## config.mk

```make
export PLATFORM = sky130hd
export DESIGN_NAME = pe_noc_interface
export DESIGN_NICKNAME = d
export VERILOG_FILES = /design/src/rtl/pe_noc_interface.sv
export SDC_FILE = /design/constraint.sdc
export NUM_CORES = 1
export LEC_CHECK = 0
export CAP_MARGIN = 25
export CORE_MARGIN = 1.5
export CORE_UTILIZATION = 59
export DETAILED_ROUTE_END_ITERATION = 10
export GPL_ROUTABILITY_DRIVEN = 0
export PLACE_DENSITY = 0.92
export SLEW_MARGIN = 15
export SYNTH_ARGS = -nofsm -noshare
export SYNTH_HDL_FRONTEND = slang
export SYNTH_SLANG_ARGS = --single-unit
```

## constraint.sdc

```tcl
create_clock -name clk -period 5.6 [get_ports clk]
set_clock_uncertainty 0.1 [all_clocks]
set_input_delay 1.12 -clock clk [delete_from_list [all_inputs] [get_ports clk]]
set_output_delay 1.12 -clock clk [all_outputs]
set_load 0.03 [all_outputs]
```

## src/rtl/pe_noc_interface.sv

```systemverilog
// PE-side network interface for a router's local port: stamps and queues PE
// requests toward the router, and checks, timestamps and buffers ejected packets.
module pe_noc_interface #(
    parameter int DATASIZE  = 40,
    parameter int INJ_DEPTH = 4,
    parameter int EJ_DEPTH  = 4
) (
    input  logic                clk,
    input  logic                rst_n,
    input  logic [3:0]          ID,
    input  logic                req_valid,
    output logic                req_ready,
    input  logic [3:0]          req_dst,
    input  logic [1:0]          req_type,
    input  logic [21:0]         req_data,
    output logic [DATASIZE-1:0] noc_data_out,
    output logic                noc_valid_out,
    input  logic                noc_full_in,
    input  logic [DATASIZE-1:0] noc_data_in,
    input  logic                noc_valid_in,
    output logic                noc_full_out,
    output logic                rsp_valid,
    input  logic                rsp_ready,
    output logic [3:0]          rsp_src,
    output logic [1:0]          rsp_type,
    output logic [21:0]         rsp_data,
    output logic [7:0]          rsp_latency,
    output logic [15:0]         tx_count,
    output logic [15:0]         rx_count,
    output logic [7:0]          misroute_count,
    output logic                err_overflow
);
    localparam int INJ_AW = $clog2(INJ_DEPTH);
    localparam int EJ_AW  = $clog2(EJ_DEPTH);
    localparam logic [INJ_AW:0] INJ_MAX  = (INJ_AW+1)'(INJ_DEPTH);
    localparam logic [EJ_AW:0]  EJ_MAX   = (EJ_AW+1)'(EJ_DEPTH);
    localparam logic [EJ_AW:0]  EJ_ALMOST = (EJ_AW+1)'(EJ_DEPTH - 1);

    logic [7:0]          ts_q, ts_d;
    logic [INJ_AW-1:0]   inj_wr_q, inj_wr_d, inj_rd_q, inj_rd_d;
    logic [INJ_AW:0]     inj_count_q, inj_count_d;
    logic                noc_valid_q, noc_valid_d;
    logic [DATASIZE-1:0] noc_data_q, noc_data_d;
    logic [15:0]         tx_count_q, tx_count_d;
    logic [EJ_AW-1:0]    ej_wr_q, ej_wr_d, ej_rd_q, ej_rd_d;
    logic [EJ_AW:0]      ej_count_q, ej_count_d;
    logic [15:0]         rx_count_q, rx_count_d;
    logic [7:0]          misroute_q, misroute_d;
    logic                err_overflow_q, err_overflow_d;

    logic [DATASIZE-1:0] inj_mem [INJ_DEPTH];
    logic [35:0]         ej_mem  [EJ_DEPTH];

    logic                inj_push, inj_pop, ej_hit, ej_push, ej_pop;
    logic [DATASIZE-1:0] inj_pkt;
    logic [35:0]         ej_entry;

    assign req_ready = (inj_count_q < INJ_MAX) && rst_n;
    assign inj_push  = req_valid && req_ready;
    assign inj_pop   = (inj_count_q != '0) && !noc_full_in;
    assign inj_pkt   = {ID, req_dst, ts_q, req_data, req_type};

    // Full is judged on registered occupancy, so a pop in the same cycle never frees room.
    assign ej_hit   = noc_valid_in && (noc_data_in[35:32] == ID);
    assign ej_push  = ej_hit && (ej_count_q != EJ_MAX);
    assign ej_pop   = (ej_count_q != '0) && rsp_ready;
    assign ej_entry = {noc_data_in[39:36], noc_data_in[1:0], noc_data_in[23:2],
                       ts_q - noc_data_in[31:24]};

    always_comb begin
        ts_d           = ts_q + 8'd1;
        inj_wr_d       = inj_wr_q;
        inj_rd_d       = inj_rd_q;
        inj_count_d    = inj_count_q;
        noc_valid_d    = inj_pop;
        noc_data_d     = noc_data_q;
        tx_count_d     = tx_count_q + {15'd0, noc_valid_q};
        ej_wr_d        = ej_wr_q;
        ej_rd_d        = ej_rd_q;
        ej_count_d     = ej_count_q;
        rx_count_d     = rx_count_q;
        misroute_d     = misroute_q;
        err_overflow_d = err_overflow_q;

        if (inj_push) inj_wr_d = inj_wr_q + 1'b1;
        if (inj_pop) begin
            inj_rd_d   = inj_rd_q + 1'b1;
            noc_data_d = inj_mem[inj_rd_q];
        end
        case ({inj_push, inj_pop})
            2'b10:   inj_count_d = inj_count_q + 1'b1;
            2'b01:   inj_count_d = inj_count_q - 1'b1;
            default: inj_count_d = inj_count_q;
        endcase

        if (noc_valid_in && !ej_hit && misroute_q != 8'hFF) misroute_d = misroute_q + 8'd1;
        if (ej_hit && !ej_push) err_overflow_d = 1'b1;
        if (ej_push) ej_wr_d = ej_wr_q + 1'b1;
        if (ej_pop) begin
            ej_rd_d    = ej_rd_q + 1'b1;
            rx_count_d = rx_count_q + 16'd1;
        end
        case ({ej_push, ej_pop})
            2'b10:   ej_count_d = ej_count_q + 1'b1;
            2'b01:   ej_count_d = ej_count_q - 1'b1;
            default: ej_count_d = ej_count_q;
        endcase
    end

    always_ff @(posedge clk) begin
        if (!rst_n) begin
            ts_q           <= '0;
            inj_wr_q       <= '0;
            inj_rd_q       <= '0;
            inj_count_q    <= '0;
            noc_valid_q    <= 1'b0;
            noc_data_q     <= '0;
            tx_count_q     <= '0;
            ej_wr_q        <= '0;
            ej_rd_q        <= '0;
            ej_count_q     <= '0;
            rx_count_q     <= '0;
            misroute_q     <= '0;
            err_overflow_q <= 1'b0;
        end else begin
            ts_q           <= ts_d;
            inj_wr_q       <= inj_wr_d;
            inj_rd_q       <= inj_rd_d;
            inj_count_q    <= inj_count_d;
            noc_valid_q    <= noc_valid_d;
            noc_data_q     <= noc_data_d;
            tx_count_q     <= tx_count_d;
            ej_wr_q        <= ej_wr_d;
            ej_rd_q        <= ej_rd_d;
            ej_count_q     <= ej_count_d;
            rx_count_q     <= rx_count_d;
            misroute_q     <= misroute_d;
            err_overflow_q <= err_overflow_d;
        end
    end

    // Storage arrays carry no reset; pointers and counts define what is valid.
    always_ff @(posedge clk) begin
        if (inj_push) inj_mem[inj_wr_q] <= inj_pkt;
        if (ej_push) ej_mem[ej_wr_q] <= ej_entry;
    end

    assign noc_valid_out  = noc_valid_q;
    assign noc_data_out   = noc_data_q;
    assign noc_full_out   = (ej_count_q >= EJ_ALMOST);
    assign rsp_valid      = (ej_count_q != '0);
    assign rsp_src        = ej_mem[ej_rd_q][35:32];
    assign rsp_type       = ej_mem[ej_rd_q][31:30];
    assign rsp_data       = ej_mem[ej_rd_q][29:8];
    assign rsp_latency    = ej_mem[ej_rd_q][7:0];
    assign tx_count       = tx_count_q;
    assign rx_count       = rx_count_q;
    assign misroute_count = misroute_q;
    assign err_overflow   = err_overflow_q;
endmodule
```

Yosys cells after proc, flatten, opt, wreduce, memory -nomap -nowiden. Memories as Yosys holds them, arrays and structs flattened. A register that Yosys moved wholly into a read port is not among the register bits. Cells that the tools add are included.

$add $sub $neg: 13. Magnitude comparators: 2. Equality and inequality tests: 7. Muxes and demuxes: 8. Reductions and logical operators: 17.

Operators by type and width (count): 16-bit by 1-bit adder with 16-bit output (1); 16-bit by 1-bit adder with 16-bit output (second input constant) (1); 8-bit by 1-bit adder with 8-bit output (second input constant) (2); 3-bit case mux with 2 select lines (2); 1-bit logical AND (9); 2-bit by 1-bit adder with 2-bit output (second input constant) (4); 8-bit != test (second input constant) (1); 8-bit subtractor (1); 3-bit by 1-bit adder with 3-bit output (second input constant) (2); 3-bit nonzero test (2); 3-bit by 1-bit subtractor with 3-bit output (second input constant) (2); 2-bit by 1-bit == test with 1-bit output (second input constant) (2); 2-bit == test (second input constant) (2); 4-bit == test (1); 1-bit zero test (4); 1-bit two-way mux (4); 2-bit two-way mux (2); 2-bit nonzero test (2); 3-bit by 2-bit >= comparator with 1-bit output (second input constant) (1); 3-bit < comparator (second input constant) (1); 3-bit != test (second input constant) (1).

Bits in registers: 64. RAM bits: 304. Input port bits: 78. Output and inout port bits: 121. Logic and storage cells: 61. Memories kept: 2.

Memories: inj_mem (words 4, width 40, read ports 1, clocked after memory_dff 1, write ports 1, RTL line 51) `logic [DATASIZE-1:0] inj_mem [INJ_DEPTH];`; ej_mem (words 4, width 36, read ports 1, clocked after memory_dff 1, write ports 1, RTL line 52) `logic [35:0] ej_mem [EJ_DEPTH];`.

Logic depth before layout (Yosys ltp). Gate-level depths: netlist of the first run.

Word-level depth: 5. Mapped depth: 11.

Worst setup path before layout of the first run. No wires, ideal clock.

Path type: input -> register. Start: in rst_n. End: mem inj_mem[0][0] (enable). Setup time: 0.401 ns. Arrival: 2.975 ns. Required time: 5.099 ns. Setup slack: 2.123 ns. Stages on the path: 4. Path buffers: 1. Cell sequence: buf_2 inv_2 nor2_1 and3_1.

Longest elaborated chain between the ends: 4.

RTL lines: start, declared (RTL line 9) `input logic rst_n,`; 1-bit logical AND (RTL line 58) `assign req_ready = (inj_count_q < INJ_MAX) && rst_n;`; via req_ready (RTL line 12) `output logic req_ready,`; 1-bit logical AND (RTL line 59) `assign inj_push = req_valid && req_ready;`; 1-bit two-way mux (RTL line 144) `if (inj_push) inj_mem[inj_wr_q] <= inj_pkt;`; 1-bit two-way mux (implied by the code) (RTL line 144); end, declared (RTL line 51).

The timed path passes the listed nets, and every way through them passes these cells.

Worst setup path after layout of the first run.
Start: in rst_n. End: out req_ready.

Longest elaborated chain between the ends: 1.

RTL lines (RTL line): 1-bit logical AND (58); end, declared (12).

No other way between the ends.

==> flow_metrics.env, run 1 <==
export IMPL_required_ns=4.38
export IMPL_hold_buffers=0
export IMPL_die_w_microns=165.8
export IMPL_yosys_most_used_dff="edfxtp_1"
export IMPL_synthXorXnorAreaFrac_pct=3.066
export IMPL_die_h_microns=165.8
export IMPL_synth_compound_area_share_pct=2.874
export IMPL_start_util_pct=59.97
export IMPL_finalWorstSetupSlack_ns=1.335
export IMPL_syn_area_per_cell_sq_um=16.42
export IMPL_drive_gt1_share_pct=14.38
export IMPL_ys_ff_latch=410
export IMPL_dp_slack_ns=1.366
export IMPL_post_cts_repair_setup_buffers=0
export IMPL_muxShareOfSynthArea_pct=11.08
export IMPL_path_class="input pin to primary output"
export IMPL_dp_hpwl_microns=20060
export IMPL_synth_edf_count=304
export IMPL_report_final_slew_viol_count=0
export IMPL_synth_adder_area_share_pct=2.146
export IMPL_ys_seq_area_share_pct=71.99
export IMPL_synthSimpleGateAreaFrac_pct=6.974
export IMPL_r2r_start="ts_q[0]$_SDFF_PN0_"
export IMPL_grt_pass1_vias=9381
export IMPL_grtUsageTotal_pct=24.45
export IMPL_cts_resized_gates=0
export IMPL_tightest_slew_ns=0.9651
export IMPL_critical_path_peak_fanout=9
export IMPL_htree_levels=2
export IMPL_synth_distinct_cells=48
export IMPL_crit_start="rst_n"
export IMPL_hp_class="flop to flop"
export IMPL_maxCapViolCount=0
export IMPL_cts_root_buf="clkbuf_16"
export IMPL_vdd_ir_drop_max_v=0.0004119
export IMPL_synthesis_area_sq_mm=0.01563
export IMPL_rows=59
export IMPL_cp_slowest_stage_delay_ns=0.78
export IMPL_die_area_sq_mm=0.02747
export IMPL_drc=0
export IMPL_area_growth_pct=24.00
export IMPL_cts_sinks=410
export IMPL_startpoint_type="input pin"
export IMPL_port_buffers=198
export IMPL_wl_met2_microns=17740
export IMPL_hold_start="noc_data_out[24]$_SDFFE_PN0P_"
export IMPL_crit_path_top_delay_cell="clkdlybuf4s50_1"
export IMPL_tritoncts="done"
export IMPL_grt_start_max_net_pins=98
export IMPL_nets=1267
export IMPL_synth_async_reset_ratio_pct=0
export IMPL_clk_latency_ns=0.53
export IMPL_ys_warn_count=0
export IMPL_cellPowerDensity_mw_per_mm2=382.1
export IMPL_period_share_pct=76.16
export IMPL_relSlewSlack_pct=35.66
export IMPL_grt_pass1_wl_microns=51870
export IMPL_core_sq_mm=0.02606
export IMPL_grt_ovfl_total=0
export IMPL_vias_per_cell=5.814
export IMPL_crit_chain="clkdlybuf4s50_1 > clkinv_2 > nor2_1 > clkdlybuf4s50_1"
export IMPL_ant_nets=0
export IMPL_wl_met1_microns=12630
export IMPL_boundaryPins=199
export IMPL_drt_iter0_markers=689
export IMPL_cp_num_buf_inv=3
export IMPL_highest_layer="met4"
export IMPL_crit_top_cell="clkdlybuf4s50_1"
export IMPL_cts_path_max_buffers=3
export IMPL_totalWireLength_microns=33610
export IMPL_synth_nets=1055
export IMPL_synth_top_family_by_area="multiplexers"
export IMPL_finalSetupViolations=0
export IMPL_dr_wl_met3_microns=2571
export IMPL_cp_end_kind="primary output"
export IMPL_p_leak_uw=0.006408
export IMPL_grt_antenna_before_repair=1
export IMPL_num_vias=8907
export IMPL_synth_cells=952
export IMPL_finalHoldViolations=0
export IMPL_layout_min_cycle_time_ns=4.265
export IMPL_setup_tns_final_ns=0
export IMPL_rsz0062_at_grt="false"
export IMPL_fmax_mhz=234.5
export IMPL_crit_family="buffers and inverters"
export IMPL_status="finished clean"
export IMPL_avgRoutedWirePerCell_microns=21.94
export IMPL_arrival_ns=3.05
export IMPL_numCtsBuffers=41
export IMPL_dr_pass1_iters=5
export IMPL_clk_pin_slew_ns=0.06
-- Yosys cell counts (2+ instances only) --
master    instances  share of area (%)
a21oi_1          53                1.7
nor4_1            2              0.080
nand3_1          15               0.48
inv_2             3              0.072
mux2i_1           2               0.13
xor2_2            2               0.21
nand2_1         100                2.4
buf_1             2              0.048
and2_1           12               0.48
and3_1           10               0.40
clkbuf_1         25               0.60
and4_1            4               0.22
ha_1             22                1.8
mux4_2           76                 11
o211a_1           2               0.13
nand3_2           2               0.13
xnor2_1          23                1.3
nor2_1           62                1.5
xor2_1           28                1.6
o21ai_0          10               0.32
dfxtp_1         106                 14
or3_1             8               0.32
fa_1              3               0.38
nor3_1            7               0.22
o31ai_1           2              0.096
inv_1            26               0.62
nand4_1           9               0.36
buf_2            11               0.35
edfxtp_1        304                 58
buf_4             2              0.096
a21o_1            2              0.096
-- cells in the final DEF (no fill, tap or decap), types with 8 or more instances in the layout --
cell type	instances
a21oi_1	53
and2_1	8
clkbuf_16	41
clkdlybuf4s50_1	198
clkinv_1	10
clkinv_2	12
dfxtp_1	102
edfxtp_1	304
ha_1	22
inv_1	26
mux4_2	76
nand2_1	100
nand3_1	15
nand4_1	9
nor2_1	62
o21ai_0	10
or3_1	8
xnor2_1	23
xor2_1	28
-- state kept, by name, summed over array words and instances, names as in the netlist, named ones only --
signal	flops
noc_valid_out	1
inj_mem	160
ej_count_q	3
ej_wr_q	2
noc_data_out	40
ts_q	8
rx_count	16
inj_wr_q	2
ej_mem	144
inj_count_q	3
misroute_count	8
tx_count	16
ej_rd_q	2
inj_rd_q	2
err_overflow	1
-- cell type report --
class                   instances  area, sq um
flip-flops and latches        410        11260
fillers                      1449         6680
multi-input cells             472         4095
repair buffers                210         2182
clock buffers                  45         1041
well taps                     335        419.2
clock inverters                30        272.8
inverters                      29        110.1
diodes                          1        2.502
-- per-stage QoR --
stage	total power, uW	instances	area (sq um)	utilization, %	hold slack [ns]
3_3_place_gp	4724	1449	17900	68.69	0.3430
6_report	7404	1532	19380	74.37	0.3570
4_1_cts	7432	1525	19240	73.84	0.3549
3_5_place_dp	4777	1450	17930	68.80	0.3506
2_1_floorplan	4341	952	15630	-	0.3461
5_1_grt	7658	1532	19380	74.37	0.3710
-- power by group --
part | total [uW] | internal [uW] | switching (uW)
combinational | 1200 | 532 | 670
clock | 2660 | 1540 | 1120
sequential | 3540 | 3430 | 117
total | 7400 | 5500 | 1910
-- final timing paths --
kind                                   end  slack [ns]  depth (start not counted)
min          noc_data_out[24]$_SDFFE_PN0P_        0.36                          2
max                              req_ready        1.33                          4
max reg2reg         ej_mem[0][6]$_DFFE_PP_        2.91                          8
min reg2reg  noc_data_out[24]$_SDFFE_PN0P_        0.36                          2
-- worst reg2reg max path: cells and delay by family (launching register included) --
| family | cells | cell delay (ns) |
|---|---|---|
| compound gates | 3 | 0.89 |
| fa+ha+maj | 2 | 0.62 |
| buf+inv | 1 | 0.08 |
| flops | 1 | 0.48 |
| simple gates | 2 | 0.24 |
-- cells by family after synthesis --
logic type / after synthesis
xor gates and xnor gates: 53
muxes: 78
and+or+nand+nor: 239
buffers and inverters: 70
adders and majority gates: 25
AOI/OAI and AO/OA: 77
DFF: 410
-- routing by layer --
metal  track usage [%]  vias to the layer above
li1                  -                     3999
met1             29.70                     4489
met2             43.61                      370
met3             6.125                       49
met4             6.659                        0
met5                 0                        -
Note: power is estimated with default switching activity, not from simulation.
==> run 2, diff against run 1 <==
--- a/config.mk
+++ b/config.mk
@@ -7,10 +7,10 @@
 export LEC_CHECK = 0
 export CAP_MARGIN = 25
 export CORE_MARGIN = 1.5
-export CORE_UTILIZATION = 59
+export CORE_UTILIZATION = 55
 export DETAILED_ROUTE_END_ITERATION = 10
 export GPL_ROUTABILITY_DRIVEN = 0
-export PLACE_DENSITY = 0.92
+export PLACE_DENSITY = 0.87
 export SLEW_MARGIN = 15
 export SYNTH_ARGS = -nofsm -noshare
 export SYNTH_HDL_FRONTEND = slang
==> constraint.sdc (replaced) <==
create_clock -name clk -period 4.25 [get_ports clk]
set_clock_uncertainty 0.1 [all_clocks]
set_input_delay 0.85 -clock clk [delete_from_list [all_inputs] [get_ports clk]]
set_output_delay 0.85 -clock clk [all_outputs]
set_load 0.03 [all_outputs]
==> run 2 against run 1 <==
Non-clock buffer count rose by 5. Register-to-register slack got worse by 1.4 ns. Global-route usage fell by 2.3 points. Die area rose by 7.1%. Sequential share of layout area fell by 0.25 points. Critical endpoint is now rsp_latency[6].
==> flow_metrics.env, run 2 (same netlist as run 1, synthesis figures left out) <==
export IMPL_cts_sinks=410
export IMPL_drt_iter0_markers=738
export IMPL_required_ns=3.30
export IMPL_core_sq_mm=0.02786
export IMPL_htree_levels=2
export IMPL_numCtsBuffers=41
export IMPL_p_int_uw=7268
export IMPL_nets=1272
export IMPL_cts_resized_gates=0
export IMPL_multi_input_area_sq_mm=0.004095
export IMPL_finalHoldViolations=0
export IMPL_drive_gt1_share_pct=14.81
export IMPL_final_cell_count_no_fill=1582
export IMPL_postLayoutCoreUtil_pct=69.87
export IMPL_start_util_pct=56.10
export IMPL_hp_class="flop to flop"
export IMPL_ant_nets=0
export IMPL_critical_path_peak_fanout=36
export IMPL_grt_ovfl_total=0
export IMPL_num_vias=8937
export IMPL_grtUsageTotal_pct=22.14
export IMPL_relSlewSlack_pct=39.11
export IMPL_pwr_share_clk_pct=36.0
export IMPL_hold_buffers=0
export IMPL_vias_per_cell=5.649
export IMPL_final_cell_mix="edfxtp_1, clkdlybuf4s50_1, dfxtp_1, nand2_1, mux4_2"
export IMPL_largest_reg_flops=160
export IMPL_nFillCells=1727
export IMPL_rows=61
export IMPL_netSwitchingPower_uw=2477
export IMPL_hold_depth=2
export IMPL_dpl_cell_count=1503
export IMPL_period_share_pct=82.19
export IMPL_grt_start_max_net_pins=98
export IMPL_finalWorstSetupSlack_ns=0.7571
export IMPL_die_area_sq_mm=0.02943
export IMPL_report_final_slew_viol_count=0
export IMPL_power_share_sequential_pct=47.6
export IMPL_p_sw_share_pct=25.42
export IMPL_area_growth_pct=24.55
export IMPL_boundaryPins=199
export IMPL_finalSetupViolations=0
export IMPL_p_total_uw=9746
export IMPL_arrival_ns=2.54
export IMPL_vdd_ir_drop_max_v=0.0004128
export IMPL_cp_end_kind="primary output"
export IMPL_regArea_sq_mm=0.01126
export IMPL_p_leak_uw=0.006424
export IMPL_combPwrFrac_pct=16.4
export IMPL_cellPowerDensity_mw_per_mm2=500.7
export IMPL_maxCapViolCount=0
export IMPL_path_class="flop to primary output"
export IMPL_tritoncts="done"
export IMPL_tightest_slew_ns=0.9133
export IMPL_top_register="inj_mem"
export IMPL_cts_path_max_buffers=3
export IMPL_cts_root_buf="clkbuf_16"
export IMPL_layout_min_cycle_time_ns=3.493
export IMPL_totalWireLength_microns=32120
export IMPL_setup_tns_final_ns=0
export IMPL_grt_pass1_wl_microns=49330
export IMPL_clk_latency_ns=0.54
export IMPL_layout_commonest_cell="edfxtp_1"
export IMPL_startpoint_type="flop"
export IMPL_die_h_microns=171.6
export IMPL_reg2reg_depth=8
export IMPL_die_w_microns=171.6
export IMPL_dp_hpwl_microns=19390
export IMPL_port_buffers=198
export IMPL_grt_antenna_before_repair=2
export IMPL_drc=0
export IMPL_dr_pass1_iters=5
export IMPL_fmax_mhz=286.3
export IMPL_avgRoutedWirePerCell_microns=20.31
export IMPL_grt_pass1_vias=9019
export IMPL_clk_pin_slew_ns=0.06
export IMPL_rsz0062_at_grt="false"
export IMPL_dp_slack_ns=0.6299
export IMPL_post_cts_repair_setup_buffers=0
export IMPL_status="finished clean"
-- run 2: power by group through the flow --
stage	Clock (uW)	Combinational, uW	Sequential, uW
global placement	0	1530	4710
global route	3740	1710	4650
finish	3510	1600	4640
detailed placement	0	1590	4720
CTS	3580	1610	4640
floorplan	0	842	4880
-- run 2: path summary, 6_finish.rpt --
| kind | startpoint | to | slack [ns] |
|---|---|---|---|
| worst min-delay path | noc_data_out[26]$_SDFFE_PN0P_ | noc_data_out[26]$_SDFFE_PN0P_ | 0.36 |
| worst max-delay path | flop | rsp_latency[6] | 0.76 |
| worst max register to register | ts_q[0]$_SDFF_PN0_ | ej_mem[1][6]$_DFFE_PP_ | 1.53 |
| worst min register to register | noc_data_out[26]$_SDFFE_PN0P_ | noc_data_out[26]$_SDFFE_PN0P_ | 0.36 |
-- run 2: final cells by class --
class	instances	share of cell area, %
diodes	2	0.02571
clock buffers	56	5.766
clock inverters	20	1.029
inverters	29	0.5657
multi-input cells	472	21.04
flip-flops and latches	410	57.83
well taps	378	2.430
repair buffers	215	11.31
-- run 2: metrics by stage --
| stage | instance area (sq um) | hold WS [ns] |
|---|---|---|
| final | 19460 | 0.3569 |
| after global routing | 19460 | 0.3822 |
| after CTS | 19430 | 0.3578 |
| after detailed placement | 18110 | 0.3455 |
| after global placement | 18090 | 0.3410 |
| after floorplan | 15630 | 0.3461 |
-- run 2: per-layer routing --
layer  GRT usage, %  share of wire [%]
met4          6.827                2.3
met1          28.34                 38
met2          37.39                 50
met5              0              0.034
met3          5.591                9.3
-- run 2: critical path, cell delays in order, from the launching register on --
cell and delay (ns):
dfxtp_2 0.91, mux4_2 0.36, clkdlybuf4s50_1 0.72
